[config.mk]
export PLATFORM = sky130hd
export DESIGN_NAME = rca_nibble_sched
export DESIGN_NICKNAME = d
export VERILOG_FILES = /design/src/rtl/rca_nibble_sched.sv
export SDC_FILE = /design/constraint.sdc
export NUM_CORES = 1
export LEC_CHECK = 0
export CAP_MARGIN = 20
export CORE_ASPECT_RATIO = 0.5
export CORE_UTILIZATION = 49
export DETAILED_ROUTE_END_ITERATION = 16
export MAX_ROUTING_LAYER = met4
export PLACE_DENSITY = 0.85
export SLEW_MARGIN = 10
export SYNTH_ARGS = -nofsm -noshare
export SYNTH_HDL_FRONTEND = slang
export SYNTH_SLANG_ARGS = --single-unit
[constraint.sdc]
create_clock -name clk -period 5.5 [get_ports clk]
set_input_delay 0.825 -clock clk [delete_from_list [all_inputs] [get_ports clk]]
set_output_delay 0.825 -clock clk [all_outputs]
set_load 0.03 [all_outputs]
[src/rtl/rca_nibble_sched.sv]
// Two-requester adder that shares a single 4-bit ripple stage and adds one nibble per clock.
// Requests are granted round-robin, and each result is held until the consumer accepts it.
module rca_nibble_sched #(
  parameter  int NIB = 4,
  localparam int W   = 4 * NIB
) (
  input  logic         clk,
  input  logic         rst,
  input  logic         req0_valid,
  input  logic [W-1:0] req0_a,
  input  logic [W-1:0] req0_b,
  input  logic         req0_cin,
  output logic         req0_ready,
  input  logic         req1_valid,
  input  logic [W-1:0] req1_a,
  input  logic [W-1:0] req1_b,
  input  logic         req1_cin,
  output logic         req1_ready,
  output logic         resp_valid,
  input  logic         resp_ready,
  output logic         resp_id,
  output logic [W-1:0] resp_sum,
  output logic         resp_cout,
  output logic         busy
);

  localparam int CW = (NIB > 1) ? $clog2(NIB) : 1;

  typedef enum logic [1:0] {
    IDLE = 2'd0,
    ADD  = 2'd1,
    DONE = 2'd2
  } state_t;

  state_t         state_q, state_d;
  logic [W-1:0]   a_q, a_d;
  logic [W-1:0]   b_q, b_d;
  logic [W-1:0]   sum_q, sum_d;
  logic [CW-1:0]  nib_q, nib_d;
  logic           carry_q, carry_d;
  logic           cout_q, cout_d;
  logic           id_q, id_d;
  logic           ptr_q, ptr_d;
  logic           resp_valid_q, resp_valid_d;
  logic           busy_q, busy_d;

  logic           gnt0, gnt1;
  logic [3:0]     nib_a, nib_b;
  logic [4:0]     nib_res;

  // ptr_q set means requester 1 wins a tie; ready is suppressed during reset.
  always_comb begin
    gnt0       = req0_valid && (!req1_valid || !ptr_q);
    gnt1       = req1_valid && (!req0_valid ||  ptr_q);
    req0_ready = (state_q == IDLE) && !rst && gnt0;
    req1_ready = (state_q == IDLE) && !rst && gnt1;
  end

  always_comb begin
    nib_a   = a_q[4*nib_q +: 4];
    nib_b   = b_q[4*nib_q +: 4];
    nib_res = {1'b0, nib_a} + {1'b0, nib_b} + {4'b0000, carry_q};
  end

  always_comb begin
    state_d      = state_q;
    a_d          = a_q;
    b_d          = b_q;
    sum_d        = sum_q;
    nib_d        = nib_q;
    carry_d      = carry_q;
    cout_d       = cout_q;
    id_d         = id_q;
    ptr_d        = ptr_q;
    resp_valid_d = resp_valid_q;
    case (state_q)
      IDLE: begin
        if (req0_ready || req1_ready) begin
          state_d = ADD;
          a_d     = req1_ready ? req1_a   : req0_a;
          b_d     = req1_ready ? req1_b   : req0_b;
          carry_d = req1_ready ? req1_cin : req0_cin;
          id_d    = req1_ready;
          ptr_d   = !req1_ready;
          nib_d   = '0;
        end
      end
      ADD: begin
        sum_d[4*nib_q +: 4] = nib_res[3:0];
        carry_d             = nib_res[4];
        if (nib_q == CW'(NIB - 1)) begin
          cout_d       = nib_res[4];
          state_d      = DONE;
          resp_valid_d = 1'b1;
        end else begin
          nib_d = nib_q + CW'(1);
        end
      end
      DONE: begin
        if (resp_ready) begin
          state_d      = IDLE;
          resp_valid_d = 1'b0;
        end
      end
      default: begin
        state_d      = IDLE;
        resp_valid_d = 1'b0;
      end
    endcase
    busy_d = (state_d != IDLE);
  end

  always_ff @(posedge clk) begin
    if (rst) begin
      state_q      <= IDLE;
      a_q          <= '0;
      b_q          <= '0;
      sum_q        <= '0;
      nib_q        <= '0;
      carry_q      <= 1'b0;
      cout_q       <= 1'b0;
      id_q         <= 1'b0;
      ptr_q        <= 1'b0;
      resp_valid_q <= 1'b0;
      busy_q       <= 1'b0;
    end else begin
      state_q      <= state_d;
      a_q          <= a_d;
      b_q          <= b_d;
      sum_q        <= sum_d;
      nib_q        <= nib_d;
      carry_q      <= carry_d;
      cout_q       <= cout_d;
      id_q         <= id_d;
      ptr_q        <= ptr_d;
      resp_valid_q <= resp_valid_d;
      busy_q       <= busy_d;
    end
  end

  assign resp_valid = resp_valid_q;
  assign resp_id    = id_q;
  assign resp_sum   = sum_q;
  assign resp_cout  = cout_q;
  assign busy       = busy_q;

endmodule

### After elaboration in Yosys (flattened, before gate mapping)

Index checks and enable logic that the tools add are counted.

* bits in registers: 58
* bits of input ports: 71
* output and inout bits: 22
* logic and storage cells: 64

* $add $sub $neg: 4
* equality and inequality tests: 7
* shift-type cells: 4
* muxes and demuxes: 16
* bitwise operators: 1
* reductions and logical operators: 21

Operators with widths (number)
* 4-bit negator with 34-bit output: 1
* 4-bit by 34-bit variable shift with 16-bit output (first input constant): 1
* 4-bit by 34-bit indexed part select with 16-bit output: 1
* 16-bit 2-to-1 mux: 2
* 16-bit by 5-bit indexed part select with 4-bit output: 2
* 16-bit bitwise mux: 1
* 2-bit 2-to-1 mux: 5
* 2-bit inequality test (second input constant): 3
* 2-bit case mux with 3 select lines: 1
* 2-bit AND reduction: 3
* 3-bit AND reduction: 2
* 4-bit by 4-bit adder with 5-bit output: 1
* 5-bit by 1-bit adder with 5-bit output: 1
* 1-bit logical AND: 5
* 1-bit zero test: 5
* 2-bit equality test (second input constant): 2
* 1-bit 2-to-1 mux: 4
* 2-bit case mux with 2 select lines: 1
* 2-bit nonzero test: 2
* 1-bit logical OR: 3
* 1-bit case mux with 3 select lines: 1
* 2-bit by 1-bit adder with 2-bit output (second input constant): 1
* 2-bit by 1-bit equality test with 1-bit output (second input constant): 1
* 2-bit zero test: 1
* other kinds (3): 3

### Logic depth before layout (Yosys ltp)

Gate-level depths: netlist of the first run.

* depth after elaboration: 8
* mapped depth: 8
* depth with buffers taken out: 7

### Worst setup path after synthesis of the first run

Ideal clock, no wire load.

* path kind: register -> register
* from: register nib_q[1]
* to: register carry_q
* setup time: 0.134 ns
* arrival: 2.581 ns
* required time: 5.366 ns
* slack: 2.786 ns
* stages on the path, launching flop included: 9
* period minus slack after synthesis: 2.714 ns
* path through: dfxtp_1 clkbuf_1 mux4_2 fa_1 fa_1 a21o_1 a21oi_1 or3_1 o211ai_1

* word-level cells in the longest chain between the ends: 4

Ends and longest elaborated chain
* start: declaration: RTL line 39 `logic [CW-1:0] nib_q, nib_d;`
* start signal: assignment: RTL line 131 `nib_q <= nib_d;`
* 16-bit by 5-bit indexed part select with 4-bit output (on tied branches): RTL line 60, 61
* 4-bit by 4-bit adder with 5-bit output *: RTL line 62 `nib_res = {1'b0, nib_a} + {1'b0, nib_b} + {4'b0000, carry_q};`
* 5-bit by 1-bit adder with 5-bit output *: RTL line 62
* 1-bit case mux with 2 select lines *: RTL line 76 `case (state_q)`
* end signal: assignment: RTL line 132 `carry_q <= carry_d;`
* end: declaration: RTL line 40 `logic carry_q, carry_d;`

Mark *: on every way between the ends. The rest lies on a longest branch, timed or not.
A chain may end at the register's enable or synchronous reset.

### Final worst setup path of the first run

* from: input port rst
* to: output port req0_ready

* word-level cells in the longest chain between the ends: 3

Ends and longest elaborated chain
* start: declaration: RTL line 8 `input logic rst,`
* 1-bit zero test: RTL line 55 `req0_ready = (state_q == IDLE) && !rst && gnt0;`
* 1-bit logical AND (2 in a row): RTL line 55
* end: declaration: RTL line 13 `output logic req0_ready,`

No other way between the ends.

==> flow_metrics.py, run 1 <==
metrics = {
    "power_and_ir_drop": {
        "leakagePower_nw": 1.463,
        "p_seq_share_pct": 39.5,
        "power_density_mw_per_mm2": 299.2,
        "p_int_mw": 0.8854,
        "p_clk_share_pct": 44.2,
        "power_switching_mw": 0.3004,
        "combPwrFrac_pct": 16.3,
        "ir_drop_v": 0.0002060,
        "switching_share_pct": 25.34,
    },
    "clock_network": {
        "htree_levels": 3,
        "postCtsSetupBuffers": 0,
        "clk_pin_slew_ns": 0.05,
        "cts_resized": 0,
        "postCtsHoldBufs": 0,
        "clk_latency_ns": 0.33,
        "root_buffer": "clkbuf_16",
        "cts-buffers-inserted": 9,
        "cts.sinks": 58,
        "tritoncts": "built",
        "clockBufferDepth": 2,
    },
    "placed_design": {
        "dp.final_hpwl_mm": 5.261,
        "portBuffers": 92,
        "gp_congestion": 0.8395,
    },
    "status": {
        "status": "finished clean",
    },
    "die": {
        "boundaryPins": 93,
        "dieArea_mm2": 0.005989,
        "die_y_um": 55.23,
        "fp-row-count": 18,
        "core_region_area_mm2": 0.005180,
        "die_x_um": 108.5,
        "start_util_pct": 53.60,
    },
    "global_routing": {
        "antenna_found_initial": 0,
        "grt_max_degree": 60,
        "grt_pass1_wl_mm": 12.25,
        "grt_usage_pct": 28.10,
        "grt_pass1_vias": 2618,
        "grt_overflow": 0,
    },
    "yosys": {
        "ys_types": 39,
        "yosys_warnings": 0,
        "synth_flop_cell": "dfxtp_1",
        "synth.avg_cell_area_um2": 9.255,
        "synth_nets": 382,
        "synth_edf_count": 0,
        "async_reset_ff_share_pct": 0,
        "synth_area_mm2": 0.002776,
        "synth_cells": 300,
        "ys_seq_elements": 58,
        "seq_area_frac_synth_pct": 41.82,
    },
    "routing": {
        "wl_met3_um": 607,
        "routed_wl_mm": 7.816,
        "dr.pass1.iters": 4,
        "via_per_inst": 5.880,
        "met1_length_mm": 3.217,
        "topRoutingLayerUsed": "met4",
        "drt_iter0_drc": 200,
        "route.detailed.drc": 0,
        "vias": 2699,
        "wl_met2_mm": 3.823,
        "ant_nets": 0,
        "wl_per_cell_um": 17.03,
    },
    "timing": {
        "fin_crit_ns": 3.934,
        "drv_slew": 0,
        "tightest_slew_ns": 1.082,
        "finalSetupTns_ns": 0,
        "relSlewSlack_pct": 27.87,
        "finalHoldViolations": 0,
        "hold_slack_ns": 0.4545,
        "setup_viol": 0,
        "max_freq_ghz": 0.2542,
        "finClkSkew_ns": 0.003087,
        "fin_crit_sh_pct": 71.52,
        "rsz0062_at_grt": "false",
    },
    "final_layout": {
        "postLayoutCoreUtil_pct": 76.52,
        "area_delta_synth_final_pct": 42.77,
        "antenna_cells": 0,
        "nets": 466,
        "layout-drive-gt1-share_pct": 9.254,
    },
    "min_path": {
        "min_path_type": "reg -> reg",
    },
    "worst_setup_path": {
        "critPathMaxFanout": 59,
        "cp.arrival_ns": 3.11,
        "cp-end-kind": "output port",
        "crit_path_start_kind": "input port",
        "worstPathRequired_ns": 4.68,
        "crit_type": "in -> out",
    },
    "flow_run": {
        "max_cap_viol_count": 0,
    },
}
cell usage after synthesis, types with 2 or more instances:
| cell type | n | area [um^2] |
|---|---|---|
| a21o_1 | 2 | 15.01 |
| a21oi_1 | 7 | 35.03 |
| a222oi_1 | 6 | 60.06 |
| a22oi_1 | 12 | 90.09 |
| a311oi_1 | 26 | 227.7 |
| a32oi_1 | 4 | 35.03 |
| buf_2 | 2 | 10.01 |
| buf_6 | 4 | 45.04 |
| clkbuf_1 | 14 | 52.55 |
| dfxtp_1 | 58 | 1161 |
| fa_1 | 2 | 40.04 |
| ha_1 | 9 | 112.6 |
| inv_1 | 2 | 7.510 |
| mux4_2 | 8 | 180.2 |
| nand2_1 | 58 | 217.7 |
| nand2b_1 | 4 | 25.02 |
| nand3b_1 | 6 | 45.04 |
| nor2_1 | 51 | 191.4 |
| nor4b_2 | 3 | 45.04 |
| o21ai_0 | 2 | 10.01 |
| or2_2 | 2 | 12.51 |
state kept, by name (all words and copies together) (netlist names), 2 cells and up:
signal / flops
b_q: 16
nib_q: 2
resp_sum: 16
a_q: 16
state_q: 2
placed cells by master, fill, tap and decap left out, drive strengths merged, types with 2 or more instances in the layout:
cell type / synthesis / final
dfxtp: 58 / 58
ha: 9 / 9
clkdlybuf4s50: 0 / 91
clkinv: 0 / 2
nor4b: 3 / 3
a311oi: 27 / 27
a22oi: 12 / 12
nand3: 3 / 3
or2: 2 / 2
nand2: 58 / 58
mux4: 8 / 8
nor2: 51 / 51
buf: 7 / 3
a32oi: 4 / 4
nand2b: 4 / 4
fa: 2 / 2
nor3: 2 / 2
inv: 4 / 4
clkbuf: 14 / 14
nand3b: 6 / 6
a21oi: 7 / 7
o21ai: 2 / 2
a21o: 2 / 2
a222oi: 6 / 6
critical path: stages:
cell and delay [ns]:
buf_2 0.43, nor3_4 0.36, nand3_4 0.34, inv_4 0.39, clkdlybuf4s50_1 0.75
power groups by stage:
stage	Clock, mW	Sequential, mW	Combinational (mW)
global placement	0	0.474	0.183
CTS	0.526	0.468	0.191
finish	0.524	0.468	0.194
detailed placement	0	0.476	0.188
floorplan	0	0.471	0.108
global route	0.548	0.471	0.208
layout make-up:
| cell class | instances | area (um^2) |
|---|---|---|
| Sequential cell | 58 | 1161 |
| Multi-Input combinational cell | 217 | 1483 |
| Fill cell | 361 | 1216 |
| Clock buffer | 14 | 274.0 |
| Timing Repair Buffer | 94 | 930.9 |
| Clock inverter | 2 | 10.01 |
| Tap cell | 70 | 87.58 |
| Inverter | 4 | 17.52 |
per-stage QoR:
stage                     area (um^2)  std cells  power (mW)  worst slack, ns
after floorplan                  2776        300      0.5781            2.786
after global placement           3680        443      0.6568            1.670
after detailed placement         3680        443      0.6632            1.618
after CTS                        3964        459       1.185            1.596
after global routing             3964        459       1.227            1.408
final                            3964        459       1.186            1.566
kinds of logic after synthesis:
logic type,count (synthesis),synth area share (%)
adders and majority gates,11,5.498
muxes,9,6.850
AOI/OAI and AO/OA,63,18.48
DFF,58,41.82
xor gates and xnor gates,1,0.3155
buffers and inverters,25,4.777
and+or+nand+nor,133,22.26
worst paths after layout:
check	cells after the start	from	end	slack, ns
max reg2reg	7	nib_q[0]$_SDFFE_PP0P_	carry_q$_SDFFE_PP0P_	2.33
max	5	rst	req0_ready	1.57
min reg2reg	2	resp_valid$_SDFFE_PP0P_	resp_valid$_SDFFE_PP0P_	0.45
min	2	resp_valid$_SDFFE_PP0P_	resp_valid$_SDFFE_PP0P_	0.45
metal layers:
layer  vias up  track usage (%)
met1      1289            32.41
met5         -                -
met3        18            8.973
met4         0            13.32
li1       1268                -
met2       124            44.48
No activity file was read; power rests on OpenSTA's default activity.
==> run 2, diff against run 1 <==
--- a/config.mk
+++ b/config.mk
@@ -7,10 +7,10 @@
 export LEC_CHECK = 0
 export CAP_MARGIN = 20
 export CORE_ASPECT_RATIO = 0.5
-export CORE_UTILIZATION = 49
+export CORE_UTILIZATION = 46
 export DETAILED_ROUTE_END_ITERATION = 16
 export MAX_ROUTING_LAYER = met4
-export PLACE_DENSITY = 0.85
+export PLACE_DENSITY = 0.81
 export SLEW_MARGIN = 10
 export SYNTH_ARGS = -nofsm -noshare
 export SYNTH_HDL_FRONTEND = slang
==> constraint.sdc (replaced) <==
create_clock -name clk -period 4.1 [get_ports clk]
set_input_delay 0.615 -clock clk [delete_from_list [all_inputs] [get_ports clk]]
set_output_delay 0.615 -clock clk [all_outputs]
set_load 0.03 [all_outputs]
==> flow_metrics.py, run 2 (synthesized netlist as in run 1, its figures left out) <==
metrics = {
    "global_routing": {
        "grt_pass1_vias": 2642,
        "grt_usage_pct": 25.87,
        "grt_max_degree": 59,
        "grt_overflow": 0,
        "antenna_found_initial": 0,
        "grt_pass1_wl_mm": 12.34,
    },
    "min_path": {
        "min_from": "resp_valid$_SDFFE_PP0P_",
        "min_path_type": "reg -> reg",
    },
    "die": {
        "core_region_area_mm2": 0.005658,
        "die_y_um": 56.94,
        "boundaryPins": 93,
        "dieArea_mm2": 0.006369,
        "start_util_pct": 49.07,
        "die_x_um": 111.9,
        "fp-row-count": 19,
    },
    "final_layout": {
        "nets": 468,
        "antenna_cells": 0,
        "final_cell_mix": "clkdlybuf4s50_1, nand2_1, dfxtp_1",
        "layout_commonest_cell": "clkdlybuf4s50_1",
        "layout-drive-gt1-share_pct": 9.719,
        "area_delta_synth_final_pct": 43.44,
    },
    "clock_network": {
        "clk_latency_ns": 0.33,
        "postCtsHoldBufs": 0,
        "root_buffer": "clkbuf_16",
        "postCtsSetupBuffers": 0,
        "clk_pin_slew_ns": 0.05,
        "cts-buffers-inserted": 9,
        "tritoncts": "built",
        "clockBufferDepth": 2,
        "cts_resized": 0,
        "htree_levels": 3,
        "cts.sinks": 58,
    },
    "worst_setup_path": {
        "cp.arrival_ns": 2.60,
        "cp-end-kind": "output port",
        "cp_common_cell": "clkdlybuf4s50_1",
        "worstPathRequired_ns": 3.48,
        "max_stage_delay_ns": 0.74,
        "crit_path_start_kind": "input port",
        "crit_type": "in -> out",
        "path_buf_inv": 3,
        "path_delay_family": "buffers and inverters",
        "critPathMaxFanout": 35,
        "crit_slowest_cell": "clkdlybuf4s50_1",
        "crit_path_cell_trace": "clkdlybuf4s50_1 -> nand2_1 -> nand3_4 -> inv_4 -> clkdlybuf4s50_1",
        "r2r_start": "nib_q[1]$_SDFFE_PP0P_",
        "startpoint": "req1_valid",
    },
    "routing": {
        "dr.pass1.iters": 14,
        "routed_wl_mm": 7.671,
        "route.detailed.drc": 2,
        "wl_per_cell_um": 16.53,
        "drt_iter0_drc": 260,
        "vias": 2672,
        "ant_nets": 0,
        "via_per_inst": 5.759,
    },
    "timing": {
        "fin_crit_sh_pct": 78.33,
        "setup_slack_ns": 0.8886,
        "relSlewSlack_pct": 58.21,
        "setup_viol": 0,
        "fin_crit_ns": 3.211,
        "tightest_slew_ns": 0.6212,
        "finClkSkew_ns": 0.007061,
        "max_freq_ghz": 0.3114,
        "rsz0062_at_grt": "false",
        "drv_slew": 0,
        "finalSetupTns_ns": 0,
        "finalHoldViolations": 0,
    },
    "status": {
        "violations": "design-rule violations",
        "status": "finished with violations",
    },
    "placed_design": {
        "post-place-ws_ns": 0.8681,
        "gp_congestion": 0.8504,
        "dp.final_hpwl_mm": 5.318,
        "portBuffers": 92,
    },
    "power_and_ir_drop": {
        "power_density_mw_per_mm2": 399.2,
        "ir_drop_v": 0.0002378,
        "leakagePower_nw": 1.473,
    },
    "flow_run": {
        "max_cap_viol_count": 0,
    },
}
[run 2: changes by cell type in the layout (fill, tap and decap cells not counted)]
| cell | before | now |
|---|---|---|
| buf_4 | 2 | 4 |
[run 2: final timing paths]
kind,to,slack (ns),depth (start not counted)
hold reg to reg,resp_valid$_SDFFE_PP0P_,0.47,2
setup / recovery,req0_ready,0.89,5
hold / removal,resp_valid$_SDFFE_PP0P_,0.47,2
setup reg to reg,carry_q$_SDFFE_PP0P_,1.12,7
[run 2: layout make-up]
cell class / count / area [um^2]
Clock buffer: 14 / 274.0
Clock inverter: 2 / 10.01
Fill cell: 413 / 1675
Inverter: 4 / 17.52
Multi-Input combinational cell: 217 / 1483
Sequential cell: 58 / 1161
Tap cell: 73 / 91.34
Timing Repair Buffer: 96 / 945.9
[run 2: worst reg2reg max path, delay by kind of cell (launching register included)]
| kind | cells | cell delay (ns) |
|---|---|---|
| mux | 1 | 0.60 |
| fa+ha+maj | 2 | 0.86 |
| compound gates | 3 | 0.54 |
| simple gates | 1 | 0.15 |
| flops | 1 | 0.71 |
[run 2: metrics by stage]
step / utilization (%) / std cells / power, mW / hold slack, ns / instance area [um^2]
2_1_floorplan: - / 300 / 0.7756 / 0.4551 / 2776
3_5_place_dp: 65.37 / 448 / 0.8950 / 0.4600 / 3699
3_3_place_gp: 65.37 / 448 / 0.8849 / 0.4467 / 3699
5_1_grt: 70.39 / 464 / 1.638 / 0.4937 / 3983
4_1_cts: 70.39 / 464 / 1.588 / 0.4656 / 3983
6_report: 70.39 / 464 / 1.590 / 0.4656 / 3983
[run 2: report_power, final]
part	internal, mW	switching, mW
combinational	0.135	0.129
sequential	0.599	0.0254
clock	0.456	0.246
[run 2: metal layers]
layer,GRT usage [%],routed length [um]
met1,28.77,3207
met4,14.48,289
met3,6.589,488
met5,-,0
met2,43.39,3685
==> run 3, diff against run 2 <==
--- a/config.mk
+++ b/config.mk
@@ -7,10 +7,10 @@
 export LEC_CHECK = 0
 export CAP_MARGIN = 20
 export CORE_ASPECT_RATIO = 0.5
-export CORE_UTILIZATION = 46
+export CORE_UTILIZATION = 41
 export DETAILED_ROUTE_END_ITERATION = 16
 export MAX_ROUTING_LAYER = met4
-export PLACE_DENSITY = 0.81
+export PLACE_DENSITY = 0.76
 export SLEW_MARGIN = 10
 export SYNTH_ARGS = -nofsm -noshare
 export SYNTH_HDL_FRONTEND = slang
==> constraint.sdc (replaced) <==
create_clock -name clk -period 2.9 [get_ports clk]
set_input_delay 0.435 -clock clk [delete_from_list [all_inputs] [get_ports clk]]
set_output_delay 0.435 -clock clk [all_outputs]
set_load 0.03 [all_outputs]
==> flow_metrics.py, run 3 (synthesized netlist as in run 1, its figures left out) <==
metrics = {
    "timing": {
        "drv_slew": 0,
        "finClkSkew_ns": 0.005209,
        "tightest_slew_ns": 0.5869,
        "finalSetupTns_ns": 0,
        "relSlewSlack_pct": 60.51,
        "hold_slack_ns": 0.4600,
        "rsz0062_at_grt": "false",
        "fin_crit_sh_pct": 92.54,
        "setup_slack_ns": 0.2163,
        "setup_viol": 0,
        "fin_crit_ns": 2.684,
        "finalHoldViolations": 0,
        "max_freq_ghz": 0.3726,
    },
    "final_layout": {
        "layout_commonest_cell": "clkdlybuf4s50_1",
        "design_area_mm2": 0.004049,
        "nets": 470,
        "fillers": 538,
        "seqCellArea_mm2": 0.001161,
        "multiInputGateArea_mm2": 0.001483,
        "area_delta_synth_final_pct": 45.83,
        "layout-drive-gt1-share_pct": 11.20,
        "stdcell_count": 482,
        "final_cell_mix": "clkdlybuf4s50_1, nand2_1, dfxtp_1",
    },
    "worst_setup_path": {
        "cp-end-kind": "flop",
        "r2r_start": "nib_q[1]$_SDFFE_PP0P_",
        "startpoint": "nib_q[1]$_SDFFE_PP0P_",
        "worstPathRequired_ns": 3.10,
        "crit_slowest_cell": "mux4_2",
        "max_stage_delay_ns": 0.58,
        "crit_type": "reg -> reg",
        "r2r-end": "carry_q$_SDFFE_PP0P_",
        "rr_worst_depth": 7,
        "ff2ff_setup_slack_ns": 0.22,
        "crit_path_start_kind": "flop",
        "critPathMaxFanout": 6,
        "crit_path_cell_trace": "mux4_2 -> fa_1 -> fa_1 -> a21o_1 -> a21oi_1 -> or3_1 -> o211ai_1",
        "cp.arrival_ns": 2.89,
        "crit_end": "carry_q$_SDFFE_PP0P_",
        "cp_common_cell": "fa_1",
    },
    "routing": {
        "drt_iter0_drc": 196,
        "via_per_inst": 5.527,
        "ant_nets": 0,
        "vias": 2664,
        "dr.pass1.iters": 5,
        "routed_wl_mm": 7.739,
        "route.detailed.drc": 0,
        "wl_per_cell_um": 16.06,
    },
    "clock_network": {
        "clk_latency_ns": 0.33,
        "tritoncts": "built",
        "htree_levels": 3,
        "cts_resized": 0,
        "postCtsHoldBufs": 0,
        "cts.sinks": 58,
        "clockBufferDepth": 2,
        "cts-buffers-inserted": 9,
        "clk_pin_slew_ns": 0.05,
        "root_buffer": "clkbuf_16",
        "postCtsSetupBuffers": 0,
    },
    "die": {
        "fp-row-count": 20,
        "boundaryPins": 93,
        "start_util_pct": 44.03,
        "core_region_area_mm2": 0.006306,
        "die_x_um": 118.4,
        "die_y_um": 60.19,
        "dieArea_mm2": 0.007125,
    },
    "min_path": {
        "min_path_type": "reg -> reg",
        "min_from": "resp_valid$_SDFFE_PP0P_",
    },
    "power_and_ir_drop": {
        "leakagePower_nw": 1.507,
        "power_density_mw_per_mm2": 588.1,
        "ir_drop_v": 0.0002883,
    },
    "placed_design": {
        "dp.final_hpwl_mm": 5.356,
        "post-place-ws_ns": 0.2884,
        "portBuffers": 92,
        "dp_cells": 465,
        "post_dp_cell_area_mm2": 0.003727,
        "gp_congestion": 0.9621,
    },
    "global_routing": {
        "grt_usage_pct": 23.69,
        "grt_overflow": 0,
        "grt_max_degree": 59,
        "grt_pass1_vias": 2616,
        "antenna_found_initial": 1,
        "grt_pass1_wl_mm": 12.25,
    },
    "status": {
        "status": "finished clean",
    },
    "flow_run": {
        "max_cap_viol_count": 0,
    },
}
-- run 3: changes by cell type in the layout (fill, tap and decap cells not counted) --
cell	previous run	this run
clkbuf_1	2	0
buf_4	4	8
clkinv_2	2	4
clkbuf_8	3	1
bufinv_16	0	2
clkdlybuf4s50_1	91	89
diode_2	0	1
-- run 3: how the worst min path moves through the flow --
stage	depth (start not counted)	end	slack, ns
floorplan	2	a_q[10]$_SDFFE_PP0P_	0.46
global placement	2	resp_valid$_SDFFE_PP0P_	0.45
detailed placement	2	resp_valid$_SDFFE_PP0P_	0.46
CTS	2	resp_valid$_SDFFE_PP0P_	0.47
global route	2	resp_valid$_SDFFE_PP0P_	0.49
finish	2	resp_valid$_SDFFE_PP0P_	0.46
-- run 3: per-layer routing --
metal  GRT usage, %  vias up  wire (um)
met5              -        -          0
met3          7.061       18        463
met2          39.92      100       3725
li1               -     1274          -
met4          11.21        0        168
met1          26.63     1272       3382
-- run 3: area by class of cell --
class                   instances  share of cell area (%)
diodes                          1                 0.06180
clock buffers                  10                   5.902
clock inverters                 6                   1.978
inverters                       4                  0.4326
multi-input cells             217                   36.62
flip-flops and latches         58                   28.68
well taps                      88                   2.719
repair buffers                 98                   23.61
-- run 3: stage by stage --
| step | power (mW) | util, % |
|---|---|---|
| floorplan | 1.096 | - |
| global placement | 1.255 | 59.11 |
| detailed placement | 1.265 | 59.11 |
| CTS | 2.385 | 64.17 |
| global route | 2.468 | 64.21 |
| finish | 2.381 | 64.21 |
-- run 3: critical path, delay by kind of cell, from the launching register on --
| kind | cells | cell delay [ns] |
|---|---|---|
| and+or+nand+nor | 1 | 0.15 |
| adders and majority gates | 2 | 0.85 |
| muxes | 1 | 0.58 |
| AOI/OAI and AO/OA | 3 | 0.49 |
| DFF | 1 | 0.49 |
-- run 3: power breakdown --
group          internal [mW]  total [mW]  leakage [nW]  switching [mW]
combinational          0.190       0.374         0.871           0.184
clock                  0.767        1.12         0.162           0.356
sequential             0.847       0.883         0.474          0.0362
